--- src/rtl/mem_mux_pkg.sv ---
// Shared types and default sizing for the loader/processor memory port multiplexer.
package mem_mux_pkg;

    localparam int unsigned DEF_NCH       = 2;
    localparam int unsigned DEF_AW        = 32;
    localparam int unsigned DEF_DW        = 32;
    localparam int unsigned DEF_MAX_OUTST = 4;

    typedef enum logic [1:0] {
        INIT    = 2'd0,
        DRAIN_R = 2'd1,
        RUN     = 2'd2,
        DRAIN_I = 2'd3
    } mode_e;

endpackage

--- src/rtl/mem_outst_cnt.sv ---
// Per-channel outstanding-read counter with a sticky flag for read data nobody asked for.
module mem_outst_cnt
    import mem_mux_pkg::*;
#(
    parameter int unsigned MAX_OUTST = DEF_MAX_OUTST
) (
    input  logic clk,
    input  logic rst_n,
    input  logic i_inc,
    input  logic i_dec,
    output logic o_sat_c,
    output logic o_idle_c,
    output logic o_err
);

    localparam int unsigned CW = $clog2(MAX_OUTST + 1);

    logic [CW-1:0] r_cnt;
    logic          r_err;

    // A return with nothing outstanding is dropped from the count but flagged.
    always_ff @(posedge clk or negedge rst_n) begin
        if (!rst_n) begin
            r_cnt <= '0;
            r_err <= 1'b0;
        end else begin
            if (i_dec && (r_cnt == '0)) begin
                r_err <= 1'b1;
            end
            if (i_inc && !i_dec) begin
                r_cnt <= r_cnt + CW'(1);
            end else if (i_dec && !i_inc && (r_cnt != '0)) begin
                r_cnt <= r_cnt - CW'(1);
            end
        end
    end

    assign o_sat_c  = (r_cnt == CW'(MAX_OUTST));
    assign o_idle_c = (r_cnt == '0);
    assign o_err    = r_err;

endmodule

--- src/rtl/mem_port_mux.sv ---
// Hands the memory channels to either the loader or the processor, draining
// outstanding reads before ownership changes.
module mem_port_mux
    import mem_mux_pkg::*;
#(
    parameter int unsigned NCH       = DEF_NCH,
    parameter int unsigned AW        = DEF_AW,
    parameter int unsigned DW        = DEF_DW,
    parameter int unsigned MAX_OUTST = DEF_MAX_OUTST
) (
    input  logic              CLK,
    input  logic              RSTn,
    input  logic              ini,
    input  logic [NCH-1:0]    ini_PROC_REQ,
    input  logic [NCH-1:0]    ini_WE,
    input  logic [NCH*AW-1:0] ini_ADDR,
    input  logic [NCH*DW-1:0] ini_WDATA,
    output logic [NCH-1:0]    ini_MEM_RDY,
    output logic [NCH-1:0]    ini_VALID,
    output logic [NCH*DW-1:0] ini_RDATA,
    input  logic [NCH-1:0]    proc_req,
    input  logic [NCH-1:0]    we,
    input  logic [NCH*AW-1:0] addr,
    input  logic [NCH*DW-1:0] wdata,
    output logic [NCH-1:0]    mem_rdy,
    output logic [NCH-1:0]    valid,
    output logic [NCH*DW-1:0] rdata,
    output logic [NCH-1:0]    m_PROC_REQ,
    output logic [NCH-1:0]    m_WE,
    output logic [NCH*AW-1:0] m_ADDR,
    output logic [NCH*DW-1:0] m_WDATA,
    input  logic [NCH-1:0]    m_MEM_RDY,
    input  logic [NCH-1:0]    m_VALID,
    input  logic [NCH*DW-1:0] m_RDATA,
    output logic              proc_run,
    output logic [1:0]        mode,
    output logic [NCH-1:0]    err
);

    mode_e          r_state;
    mode_e          w_next;
    logic           r_proc_run;
    logic           w_ldr_own;
    logic           w_fwd;
    logic           w_all_idle;
    logic [NCH-1:0] w_sat;
    logic [NCH-1:0] w_idle;
    logic [NCH-1:0] w_rdy;
    logic [NCH-1:0] w_vld;
    logic [NCH-1:0] w_rd_acc;

    always_ff @(posedge CLK or negedge RSTn) begin
        if (!RSTn) begin
            r_state    <= INIT;
            r_proc_run <= 1'b0;
        end else begin
            r_state    <= w_next;
            r_proc_run <= (w_next == RUN);
        end
    end

    // Ownership follows the state; drain states block new requests until counts reach zero.
    always_comb begin
        w_next    = r_state;
        w_ldr_own = (r_state == INIT) || (r_state == DRAIN_R);
        w_fwd     = RSTn && ((r_state == INIT) || (r_state == RUN));
        case (r_state)
            INIT:    if (!ini) w_next = DRAIN_R;
            DRAIN_R: if (ini) w_next = INIT;
                     else if (w_all_idle) w_next = RUN;
            RUN:     if (ini) w_next = DRAIN_I;
            DRAIN_I: if (!ini) w_next = RUN;
                     else if (w_all_idle) w_next = INIT;
            default: w_next = INIT;
        endcase
    end

    assign w_all_idle = &w_idle;
    assign mode       = r_state;
    assign proc_run   = r_proc_run;

    // A saturated channel holds off every request so the owner never sees a silent accept.
    assign w_rdy      = {NCH{w_fwd}} & m_MEM_RDY & ~w_sat;
    assign m_PROC_REQ = {NCH{w_fwd}} & ~w_sat & (w_ldr_own ? ini_PROC_REQ : proc_req);
    assign m_WE       = w_ldr_own ? ini_WE    : we;
    assign m_ADDR     = w_ldr_own ? ini_ADDR  : addr;
    assign m_WDATA    = w_ldr_own ? ini_WDATA : wdata;
    assign w_rd_acc   = m_PROC_REQ & m_MEM_RDY & ~m_WE;

    assign w_vld       = {NCH{RSTn}} & m_VALID;
    assign ini_MEM_RDY = w_ldr_own ? w_rdy   : '0;
    assign mem_rdy     = w_ldr_own ? '0      : w_rdy;
    assign ini_VALID   = w_ldr_own ? w_vld   : '0;
    assign valid       = w_ldr_own ? '0      : w_vld;
    assign ini_RDATA   = w_ldr_own ? m_RDATA : '0;
    assign rdata       = w_ldr_own ? '0      : m_RDATA;

    for (genvar g = 0; g < NCH; g++) begin : g_ch
        mem_outst_cnt #(
            .MAX_OUTST (MAX_OUTST)
        ) u_cnt (
            .clk      (CLK),
            .rst_n    (RSTn),
            .i_inc    (w_rd_acc[g]),
            .i_dec    (m_VALID[g]),
            .o_sat_c  (w_sat[g]),
            .o_idle_c (w_idle[g]),
            .o_err    (err[g])
        );
    end

endmodule

--- config.mk ---
export PLATFORM = sky130hd
export DESIGN_NAME = mem_port_mux
export DESIGN_NICKNAME = d
export VERILOG_FILES = /design/src/rtl/mem_mux_pkg.sv /design/src/rtl/mem_outst_cnt.sv /design/src/rtl/mem_port_mux.sv
export SDC_FILE = /design/constraint.sdc
export NUM_CORES = 1
export LEC_CHECK = 0
export CAP_MARGIN = 20
export CORE_AREA = 2 2 234 236
export CTS_CLUSTER_SIZE = 24
export DETAILED_ROUTE_END_ITERATION = 8
export DIE_AREA = 0 0 236 238
export HOLD_SLACK_MARGIN = 0.1
export SYNTH_ARGS = -nofsm -noshare
export SYNTH_HDL_FRONTEND = slang
export SYNTH_HIERARCHICAL = 1
export SYNTH_SLANG_ARGS = --single-unit
--- constraint.sdc ---
create_clock -name CLK -period 2.8 [get_ports CLK]
set_clock_uncertainty 0.2 [all_clocks]
set_input_delay 0.28 -clock CLK [delete_from_list [all_inputs] [get_ports CLK]]
set_output_delay 0.28 -clock CLK [all_outputs]
set_load 0.02 [all_outputs]
; ---- Yosys cells after proc, flatten, opt, wreduce, memory -nomap -nowiden
; Cells that the tools add are included.
[op_classes]
n_eq_ne = 6
reduce_logical = 23
n_addsub = 4
bitwise = 9
n_mux = 21
[op_table]
columns = operator, count
row1 = 64-bit two-way mux, 4
row2 = 2-bit two-way mux, 12
row3 = 2-bit bitwise AND, 7
row4 = 3-bit two-way mux, 4
row5 = 1-bit logical AND, 9
row6 = 2-bit one-hot mux with 4 select lines, 1
row7 = "3-bit by 1-bit adder with 3-bit output, second input constant", 2
row8 = "2-bit equality test, second input constant", 3
row9 = "3-bit equality test, second input constant", 2
row10 = 3-bit zero test, 2
row11 = 3-bit nonzero test, 2
row12 = "3-bit by 1-bit subtractor with 3-bit output, second input constant", 2
row13 = 1-bit zero test, 4
row14 = 2-bit inverter, 2
row15 = 2-bit nonzero test, 2
row16 = "2-bit by 1-bit equality test with 1-bit output, second input constant", 1
row17 = 2-bit zero test, 1
row18 = 1-bit logical OR, 2
row19 = 2-bit AND reduction, 1
[word_totals]
register_bits = 11
in_bits = 335
output_inout_bits = 273

; ---- Depth between registers and ports, before layout
[depth]
ltp_word = 12
mapped_depth = 9
mapped_depth_nobuf = 9

; ---- Modules after synthesis
; The synthesis kept the hierarchy.
[modules_own_cells]
columns = mod, seq_area_each_um2, area_each_um2, cells_each, n_inst
row1 = mem_port_mux, 75.1, 3084.2, 314, 1
row2 = mem_outst_cnt at g_ch[1].u_cnt, 100.1, 285.3, 32, 1
row3 = mem_outst_cnt at g_ch[0].u_cnt, 100.1, 284.0, 32, 1

; ---- Worst setup path after synthesis
; Ideal clock, no wire load.
[synth_timing]
path_kind = flip-flop to flip-flop
startpoint = register g_ch[1].u_cnt.r_cnt[0]
endpoint = register g_ch[1].u_cnt.r_cnt[2]
n_path_buf = 1
stages_incl_launch_ff = 9
path_slack_ns = -0.070
synth_period_minus_slack_ns = 2.870
required_ns = 2.510
arrival_ns = 2.580
cell_sequence = dfrtp_1 -> clkbuf_2 -> nor3_1 -> or4bb_1 -> nor3_2 -> nand2_1 -> fa_1 -> or4_1 -> o221ai_1
[synth_between]
elab_chain_cells = 10
word_cells_on_any_way = 16
[synth_rtl]
columns = item, line
row1 = from (decl), mem_outst_cnt.sv:18  ; logic [CW-1:0] r_cnt;
row2 = from (signal assigned), mem_outst_cnt.sv:31  ; r_cnt <= r_cnt + CW'(1);
row3 = from (signal assigned), mem_outst_cnt.sv:33  ; r_cnt <= r_cnt - CW'(1);
row4 = 3-bit equality test *, mem_outst_cnt.sv:38  ; assign o_sat_c = (r_cnt == CW'(MAX_OUTST));
row5 = via w_sat[1], mem_port_mux.sv:46  ; logic [NCH-1:0] w_sat;
row6 = 2-bit inverter *, mem_port_mux.sv:84  ; assign m_PROC_REQ = {NCH{w_fwd}} & ~w_sat & (w_ldr_own ? ini_PROC_REQ : proc_req);
row7 = 2-bit bitwise AND * (2 in series), mem_port_mux.sv:84
row8 = 2-bit bitwise AND * (2 in series), mem_port_mux.sv:88  ; assign w_rd_acc = m_PROC_REQ & m_MEM_RDY & ~m_WE;
row9 = via w_rd_acc[1], mem_port_mux.sv:50  ; logic [NCH-1:0] w_rd_acc;
row10 = 1-bit zero test, mem_outst_cnt.sv:32  ; end else if (i_dec && !i_inc && (r_cnt != '0)) begin
row11 = 1-bit logical AND (2 in series), mem_outst_cnt.sv:32
row12 = 2-bit nonzero test (no source line), n/a
; Mark *: on every way through the listed nets, which the timed path passes. The rest lies on a longest branch. The select of a mux whose other input is x is not followed.
; A chain may end at the register's enable or synchronous reset.

; ---- Worst setup path after layout
[layout_timing]
startpoint = register r_state[1], in the netlist mode[1]
endpoint = output port m_WDATA[57]
[layout_between]
elab_chain_cells = 3
word_cells_on_any_way = 4
[layout_rtl]
columns = item, line
row1 = from (decl), mem_port_mux.sv:40  ; mode_e r_state;
row2 = from (signal assigned), mem_port_mux.sv:57  ; r_state <= w_next;
row3 = 2-bit by 1-bit equality test with 1-bit output or 2-bit zero test (tied branches), mem_port_mux.sv:65  ; w_ldr_own = (r_state == INIT) || (r_state == DRAIN_R);
row4 = 1-bit logical OR *, mem_port_mux.sv:65
row5 = 64-bit two-way mux *, mem_port_mux.sv:87  ; assign m_WDATA = w_ldr_own ? ini_WDATA : wdata;
row6 = to (decl), mem_port_mux.sv:31  ; output logic [NCH*DW-1:0] m_WDATA,
; Every way passes the cells marked *; elsewhere a longest branch is shown, timed or not.

==> metrics.log <==
[metrics] run status: complete, no violations
[metrics] crit end category: output pin
[metrics] number of cells in the design after placement: 1,681
[metrics] number of cells produced by synthesis: 378
[metrics] clock tree root buffer cell: clkbuf_16
[metrics] global-route congestion overflow total: 0
[metrics] relative slew slack: 73.87%
[metrics] clock latency reported for the late side of the worst-skew pair: 230 ps
[metrics] Final Setup Violations: 0
[metrics] Vias/cell: 3.178
[metrics] launching instance or port of the critical path: mode[1]
[metrics] netlist area before placement: 0.003654 mm2
[metrics] number of nets with antenna violations after detailed routing: 0
[metrics] Worst Path Required: 2320 ps
[metrics] Final nets: 1,328
[metrics] CTS max path bufs: 2
[metrics] origin of the critical flop-to-flop path: g_ch[1].u_cnt/r_cnt[2]
[metrics] # hold bufs at CTS: 0
[metrics] proportion of synthesized chip area in sequential cells: 7.534%
[metrics] Leakage Power: 4.166 nW
[metrics] placer's final routability congestion estimate: 0.8300
[metrics] Post-DP HPWL: 23.61 mm
[metrics] pre-CTS worst setup slack: -157.8 ps
[metrics] Synth top area share: 39.86%
[metrics] largest net degree at the start of global routing: 66
[metrics] cell area after placement: 0.01066 mm2
[metrics] number of clock buffers inserted by TritonCTS: 3
[metrics] combined global-route utilization of all metal layers: 8.472%
[metrics] number of port buffers: 607
[metrics] library cell with the highest instance count after synthesis: mux2_4
[metrics] height of the die: 238 um
[metrics] number of I/O pins: 608
[metrics] number of DRC violations after detailed-routing iteration 0: 138
[metrics] Die Wd: 236 um
[metrics] register bit count reported by yosys: 11
[metrics] peak ir drop on the vdd network: 0.3746 mV
[metrics] number of warnings issued by yosys: 6
[metrics] Tightest Hold Check Type: in2async
[metrics] library cells used by synthesis: 40
[metrics] antenna violations before repair: 22
[metrics] CTS clock-pin slew for the worst setup and hold paths: 40 ps
[metrics] TritonCTS clock tree: built
[metrics] Achievable Freq: 0.3669 GHz
[metrics] number of DRC violations after detailed routing: 0
[metrics] Tmin final: 2725 ps
[metrics] Worst Tran Pin Value: 381.0 ps
[metrics] maximum fanout encountered on the critical timing path: 41
[metrics] async set or reset register ratio after synthesis: 100.0%
[metrics] effective utilization at floorplan: 6.830%
[metrics] cell type with the highest aggregate area in the netlist: mux2_4
[metrics] number of max-cap violations: 0
[metrics] vias in the first global route: 5,558
[metrics] power per cell area: 644.1 mW/mm2
[metrics] worst setup path category: reg2out
[metrics] average cell area after synthesis: 9.665 um2
[metrics] final slew viol count: 0
[metrics] CTS H-Tree Depth: 1
[metrics] top_reg_cell synth: dfrtp_1
[metrics] iteration count of the initial detailed-routing pass: 4
[metrics] global-route wire length before repair: 35.68 mm
[metrics] number of cell rows: 85
[metrics] period utilisation layout: 97.33%
[metrics] layout-stage area growth over the synthesis result: 195.4%
[metrics] total negative slack for setup checks: 0 ps
[metrics] number of synthesized flops with an enable pin: 0
[metrics] data arrival at the endpoint of the critical path: 2250 ps
[metrics] top area cells in the synthesized netlist: mux2_4 40%, nor2b_1 11%, and2_1 11%
[metrics] Final Total Pwr: 6.952 mW
[metrics] setup ws final: 74.65 ps
[metrics] number of clock sinks: 11
[metrics] Die ar.: 0.05617 mm2
[metrics] ratio of cells with drive above 1 in the final layout: 18.28%
[metrics] routed via count: 5,386
[metrics] post-route cell area: 0.01079 mm2
[metrics] nature of the critical path startpoint: flop
[metrics] setup repair after global routing missed its margin: no
[metrics] net count after synthesis: 715
[metrics] core area: 0.05350 mm2
[metrics] drt wl/cell: 15.53 um
[metrics] drt total wl: 26.32 mm
[metrics] final std cells w/o fill: 1,695
[metrics] Synth top cells by count: 97 x mux2_4, 66 x nor2b_1, 64 x and2_1
[metrics] total count of hold-check failures in the final report: 0
repair_timing:
action / in CTS / in global routing
setup endpoints to repair: 30 / 11
setup buffers: 1 / 0
resized for setup: 1 / 3
pin swaps: 0 / 2
kinds of logic after synthesis:
| group | after synthesis | share of synthesized area, % |
|---|---|---|
| AND/OR/NAND/NOR | 166 | 28.01 |
| XOR/XNOR | 3 | 0.7193 |
| multiplexers | 134 | 51.13 |
| AO/OA/AOI/OAI | 21 | 3.904 |
| buffers and inverters | 41 | 7.602 |
| adder cells (fa/ha/maj) | 2 | 1.096 |
| flip-flops | 11 | 7.534 |
worst max-delay path, stage by stage, from the launching register on:
cell and delay (ps):
dfrtp_4 540, buf_16 270, buf_12 220, mux2_4 340
clkdlybuf4s50_1 560
flip-flops by register name (all words and copies together), names as in the netlist:
name,flops
g_ch.u_cnt/o_err,2
mode,2
g_ch.u_cnt/r_cnt,6
proc_run,1
path summary, 6_finish.rpt:
check	depth (start not counted)	slack, ps	to
max reg2reg	8	140	g_ch[1].u_cnt/r_cnt[2]
min	2	210	proc_run
max	4	70	m_WDATA[57]
max in group asynchronous	2	1990	mode[1]
min reg2reg	1	280	g_ch[1].u_cnt/o_err
min in group CLK	1	280	g_ch[1].u_cnt/o_err
report_power, final:
group / switching, mW / internal, mW / total (mW)
Sequential: 0.0751 / 0.226 / 0.301
Combinational: 2.96 / 3.43 / 6.39
Clock: 0.0696 / 0.189 / 0.259
placed cells by master, fill, tap and decap left out, types with 2 or more instances in the layout:
cell type	instances
or3_1	2
and2_1	64
and3_1	4
mux2i_1	4
nor2_1	11
nor3b_1	2
mux2_4	97
o21a_1	2
o22ai_1	2
a31oi_1	2
clkdlybuf4s50_1	607
nor3_2	2
buf_4	31
nor2b_1	66
clkbuf_16	3
buf_12	2
inv_1	5
diode_2	9
a22oi_1	2
a31o_2	2
a21oi_1	2
o21ai_0	5
mux2_2	33
nor3_1	5
inv_2	2
dfrtp_1	10
xor2_1	3
area by class of cell:
type / instances / area, um2
sequential: 11 / 279.0
timing repair buffer: 642 / 6387
tap: 696 / 870.8
clock inverter: 1 / 5.005
fill: 5840 / 42700
inverter: 7 / 26.28
antenna: 9 / 22.52
clock buffer: 3 / 75.07
multi-input combinational: 326 / 3127
through the flow:
stage / utilization (%) / hold WS, ps
floorplan: - / -215.6
global placement: 19.93 / 254.7
detailed placement: 19.93 / 263.0
CTS: 20.11 / 202.1
global route: 20.15 / 216.0
finish: 20.18 / 208.4
routing by layer:
layer / part of all wire (%) / global-route usage, %
met5: 0.29 / 0
met4: 2.3 / 2.316
met3: 10 / 2.846
met2: 51 / 15.82
met1: 37 / 9.039
Power figures use the tool's default switching activity.
